File: config.mk
export PLATFORM = sky130hd
export DESIGN_NAME = dna_port_shifter_flat
export DESIGN_NICKNAME = d
export VERILOG_FILES = /design/src/rtl/dna_port_shifter_if.sv /design/src/rtl/dna_port_shifter.sv /design/src/flat_wrapper.sv
export SDC_FILE = /design/constraint.sdc
export NUM_CORES = 1
export LEC_CHECK = 0
export BUFFER_PORTS_ARGS = -buffer_cell sky130_fd_sc_hd__buf_4
export CAP_MARGIN = 5
export CORE_ASPECT_RATIO = 1.4
export CORE_MARGIN = 1.5
export CORE_UTILIZATION = 51
export CTS_CLUSTER_SIZE = 25
export DETAILED_ROUTE_END_ITERATION = 10
export GPL_TIMING_DRIVEN = 1
export PLACE_DENSITY = 0.75
export SYNTH_ARGS = -nofsm -noshare
export SYNTH_HDL_FRONTEND = slang
export SYNTH_SLANG_ARGS = --single-unit
File: constraint.sdc
create_clock -name clk -period 4 [get_ports clk]
set_clock_uncertainty 0.05 [all_clocks]
set_input_delay 0.6 -clock clk [delete_from_list [all_inputs] [get_ports clk]]
set_output_delay 0.6 -clock clk [all_outputs]
set_load 0.02 [all_outputs]
File: src/rtl/dna_port_shifter_if.sv
// Signal bundle between dna_port_shifter and its surroundings: the read request,
// the DNA_PORT pins and the captured result.
interface dna_port_shifter_if #(
  parameter int DNA_WIDTH = 57
);
  // start_i is a level request; only its rising edge starts a read, and edges
  // arriving while busy_o is high are dropped. dna_o is meaningful only while
  // dna_valid_o is high, which holds until the next accepted start or reset.
  logic                 start_i;
  logic                 dna_dout_i;
  logic                 dna_clk_o;
  logic                 dna_read_o;
  logic                 dna_shift_o;
  logic                 dna_din_o;
  logic [DNA_WIDTH-1:0] dna_o;
  logic                 dna_valid_o;
  logic                 busy_o;

  modport master (
    output start_i, dna_dout_i,
    input  dna_clk_o, dna_read_o, dna_shift_o, dna_din_o, dna_o, dna_valid_o, busy_o
  );

  modport slave (
    input  start_i, dna_dout_i,
    output dna_clk_o, dna_read_o, dna_shift_o, dna_din_o, dna_o, dna_valid_o, busy_o
  );
endinterface

File: src/rtl/dna_port_shifter.sv
// Drives DNA_PORT (CLK/READ/SHIFT) from the system clock and deserialises the
// device DNA, MSB first, into a parallel register with a valid flag.
module dna_port_shifter #(
  parameter int DNA_WIDTH = 57,
  parameter int CLK_DIV   = 4
) (
  input  logic                clk,
  input  logic                rst,
  dna_port_shifter_if.slave   bus,
  output logic [1:0]          fsm_state
);

  typedef enum logic [1:0] {
    IDLE  = 2'd0,
    LOAD  = 2'd1,
    SHIFT = 2'd2
  } state_t;

  localparam int DIV_W = $clog2(2 * CLK_DIV);
  localparam int BIT_W = $clog2(DNA_WIDTH + 1);
  localparam logic [DIV_W-1:0] RISE_AT  = DIV_W'(CLK_DIV - 1);
  localparam logic [DIV_W-1:0] FALL_AT  = DIV_W'(2 * CLK_DIV - 1);
  localparam logic [BIT_W-1:0] LAST_BIT = BIT_W'(DNA_WIDTH - 1);

  state_t               state;
  logic                 start_q;
  logic [DIV_W-1:0]     div_cnt;
  logic [BIT_W-1:0]     bit_cnt;
  logic [DNA_WIDTH-2:0] sr;
  logic                 start_edge;
  logic [DNA_WIDTH-1:0] next_word;

  assign start_edge    = bus.start_i & ~start_q;
  // The newest sample completes the word, so the register only keeps DNA_WIDTH-1 bits.
  assign next_word     = {sr, bus.dna_dout_i};
  assign bus.dna_din_o = 1'b0;
  assign fsm_state     = state;

  always_ff @(posedge clk or posedge rst) begin
    if (rst) begin
      state           <= IDLE;
      start_q         <= 1'b0;
      div_cnt         <= '0;
      bit_cnt         <= '0;
      sr              <= '0;
      bus.dna_clk_o   <= 1'b0;
      bus.dna_read_o  <= 1'b0;
      bus.dna_shift_o <= 1'b0;
      bus.dna_o       <= '0;
      bus.dna_valid_o <= 1'b0;
      bus.busy_o      <= 1'b0;
    end else begin
      start_q <= bus.start_i;
      case (state)
        IDLE: begin
          if (start_edge) begin
            state           <= LOAD;
            bus.busy_o      <= 1'b1;
            bus.dna_read_o  <= 1'b1;
            bus.dna_valid_o <= 1'b0;
            div_cnt         <= '0;
            bit_cnt         <= '0;
          end
        end
        LOAD, SHIFT: begin
          // Low phase first so READ/SHIFT have setup time before each rise.
          if (div_cnt == FALL_AT) begin
            div_cnt       <= '0;
            bus.dna_clk_o <= 1'b0;
            sr            <= next_word[DNA_WIDTH-2:0];
            bit_cnt       <= bit_cnt + 1'b1;
            if (state == LOAD) begin
              bus.dna_read_o  <= 1'b0;
              bus.dna_shift_o <= 1'b1;
              state           <= SHIFT;
            end else if (bit_cnt == LAST_BIT) begin
              bus.dna_o       <= next_word;
              bus.dna_valid_o <= 1'b1;
              bus.busy_o      <= 1'b0;
              bus.dna_shift_o <= 1'b0;
              state           <= IDLE;
            end
          end else begin
            div_cnt <= div_cnt + 1'b1;
            if (div_cnt == RISE_AT) bus.dna_clk_o <= 1'b1;
          end
        end
        default: state <= IDLE;
      endcase
    end
  end

endmodule

File: src/flat_wrapper.sv
// flat-port wrapper written by rule: the top's interface ports become plain ports
module dna_port_shifter_flat 
#(
  parameter int DNA_WIDTH = 57,
  parameter int CLK_DIV   = 4
)
  (clk, rst, fsm_state, bus_start_i, bus_dna_dout_i, bus_dna_clk_o, bus_dna_read_o, bus_dna_shift_o, bus_dna_din_o, bus_dna_o, bus_dna_valid_o, bus_busy_o);
  dna_port_shifter_if #(.DNA_WIDTH(DNA_WIDTH)) bus_i ();
  input  logic clk;
  input  logic rst;
  output logic [1:0] fsm_state;
  input wire logic [$bits(bus_i.start_i)-1:0] bus_start_i;
  input wire logic [$bits(bus_i.dna_dout_i)-1:0] bus_dna_dout_i;
  output wire logic [$bits(bus_i.dna_clk_o)-1:0] bus_dna_clk_o;
  output wire logic [$bits(bus_i.dna_read_o)-1:0] bus_dna_read_o;
  output wire logic [$bits(bus_i.dna_shift_o)-1:0] bus_dna_shift_o;
  output wire logic [$bits(bus_i.dna_din_o)-1:0] bus_dna_din_o;
  output wire logic [$bits(bus_i.dna_o)-1:0] bus_dna_o;
  output wire logic [$bits(bus_i.dna_valid_o)-1:0] bus_dna_valid_o;
  output wire logic [$bits(bus_i.busy_o)-1:0] bus_busy_o;
  assign bus_i.start_i = bus_start_i;
  assign bus_i.dna_dout_i = bus_dna_dout_i;
  assign bus_dna_clk_o = bus_i.dna_clk_o;
  assign bus_dna_read_o = bus_i.dna_read_o;
  assign bus_dna_shift_o = bus_i.dna_shift_o;
  assign bus_dna_din_o = bus_i.dna_din_o;
  assign bus_dna_o = bus_i.dna_o;
  assign bus_dna_valid_o = bus_i.dna_valid_o;
  assign bus_busy_o = bus_i.busy_o;
  dna_port_shifter #(.DNA_WIDTH(DNA_WIDTH), .CLK_DIV(CLK_DIV)) u_core (.clk(clk), .rst(rst), .bus(bus_i), .fsm_state(fsm_state));
endmodule
==> reports/results.txt <==
DR WL/cell: 15.2 µm
Cells after synthesis: 338
Syn_area_per_cell: 15.2 µm²
Worst EP arrival: 2.91 ns
Static leakage: 3.33 nW
Cell variety after synth: 29
Fraction of layout cells with a size suffix above 1: 51.5%
Initial Util: 52.1%
Min Tclk post-route: 2.67 ns
Total power: 2.80 mW
FP Rows: 43
Num CTS Buffers: 17
Unrepaired setup endpoints after global routing: no
HP Class: in -> reg
Die area: 0.0107 mm²
Critical Path Fanout Max: 30
First-pass GRT wire length: 14200 µm
Register area share after synthesis: 63.4%
CTS tree: yes
Finish-stage setup viols: 0
Post-cts sizing count: 0
Clock Sinks: 130
Post CTS Setup Buffer Count: 0
Ant diodes: 0
Drt pass-1 iters: 4
Max-capacitance violation count: 0
Most frequent cells in the layout: dfrtp_1, mux2_2, buf_4
Worst slew pin tran: 0.663 ns
Die W: 87.8 µm
WS Path Type: reg -> reg
WL met3: 387 µm
Via count: 2877
Gr usage total: 17.6%
Core Region: 0.00985 mm²
Non-filler cells, final: 558
Clock transition at path regs: 0.05 ns
Longest Clk Path Bufs: 2
Die extent in y: 122 µm
Clk Latency, worst-skew pair: 0.41 ns
Largest net degree at the start of global routing: 131
Ys async rst share: 100%
Slew Viols, Final: 0
Top Metal Used: met4
WL final: 8490 µm
DRC violations left: 0
Post-Syn Area: 0.00513 mm²
Max H-tree Level: 4
Routed vias/inst: 5.16
DRT antenna net count: 0
Final hold violations: 0
DP HPWL: 5410 µm
Gpl congestion: 0.772
Pwr/cell area: 443 mW/mm²
Slew Limit Headroom: 55.7%
Synthesis-to-finish area growth: 23.1%
Setup TNS Final: 0 ns
Hold Buf Count CTS: 0
Initial antenna violation count: 0
Fin util: 64.1%
CP Capture Type: flip-flop
EDFF count, synth: 0
Number of fill cells: 755
Tcrit/Tclk final: 66.9%
Synthesized flop and latch total: 130
Met2 routed WL: 4390 µm
CP startpoint kind: flip-flop
Outcome: finished clean
Buffers on Ports: 67
Worst VDD drop: 0.327 mV
Fmax: 374 MHz
Total gr overflow: 0
Routed length on met1: 3570 µm
Most common cell after layout, fill and taps aside: dfrtp_1
Mapped Nets: 352
Nets: 424
Placed insts: 526
CP required: 4.24 ns
Root Buffer Master: clkbuf_16
Initial drt markers: 104
Yosys warning total: 0
Number of global-route vias before repair: 3006
Ports: 69
Top_reg_cell synth: dfrtp_1
per-stage QoR:
step                      worst slack [ns]  area, µm²  hold slack, ns
after global routing                  1.14       6310           0.241
after CTS                             1.30       6310           0.239
after global placement                1.40       5760           0.417
after floorplan                       1.71       5130           0.395
after detailed placement              1.29       5760           0.423
final                                 1.33       6310           0.260
final cells by class:
cell class	count	area, µm²	area share, %
Sequential cell	130	3250	51.5
Inverter	8	33.8	0.535
Multi-Input combinational cell	183	1770	28.0
Timing Repair Buffer	70	538	8.52
Tap cell	135	169	2.68
Clock buffer	20	437	6.92
Clock inverter	12	116	1.84
metal layers:
layer	vias up	track usage [%]
met5	-	0
met4	0	8.04
met3	12	6.78
met2	68	28.1
met1	1466	20.9
li1	1331	-
worst paths after layout:
check / cells past startpoint / end / slack (ns) / start
min in group asynchronous: 3 / u_core.bus.dna_o[29] / 0.33 / rst
max in group asynchronous: 3 / u_core.bus.dna_o[49] / 3.09 / rst
max reg2reg: 5 / u_core.sr[47] / 1.33 / u_core.fsm_state[0]
min: 1 / u_core.start_q / 0.26 / bus_start_i
max: 5 / u_core.sr[47] / 1.33 / u_core.fsm_state[0]
min reg2reg: 2 / u_core.div_cnt[2] / 0.43 / u_core.div_cnt[2]
state kept, by name, indices dropped and copies added, names as in the netlist, 2 cells and up:
register and cells:
u_core.bus.dna_o 57, u_core.sr 56, u_core.bit_cnt 6, u_core.div_cnt 3, u_core.fsm_state 2
critical path: stages (launching register included):
cell	delay (ns)
dfrtp_1	0.41
inv_1	0.11
ha_1	0.52
nand2_2	0.60
buf_4	0.46
mux2_2	0.39
kinds of logic after synthesis:
kind of cell | after synthesis | share of synthesized area [%]
AOI/OAI and AO/OA | 25 | 3.00
adders and majority gates | 10 | 2.44
buffers and inverters | 25 | 2.29
DFF | 130 | 63.4
muxes | 114 | 25.0
other | 1 | 0.0731
and+or+nand+nor | 33 | 3.73
power by group:
group	switching [mW]	internal [mW]
Clock	0.530	0.906
Combinational	0.0279	0.00798
Sequential	0.00332	1.32
synthesized netlist by cell type (2+ instances only):
library cell | instances | area [µm²]
dfrtp_1 | 130 | 3250
mux2_2 | 114 | 1280
o21ai_0 | 12 | 60.1
nand2_1 | 11 | 41.3
buf_2 | 10 | 50.1
ha_1 | 10 | 125
inv_1 | 8 | 30.0
nand3_1 | 7 | 35.0
clkbuf_1 | 5 | 18.8
nand4_1 | 4 | 25.0
nand2b_1 | 3 | 18.8
o31ai_1 | 3 | 22.5
a21o_1 | 2 | 15.0
a21oi_1 | 2 | 10.0
and2_1 | 2 | 12.5
and4_1 | 2 | 17.5
(Power assumes the default switching activity.)
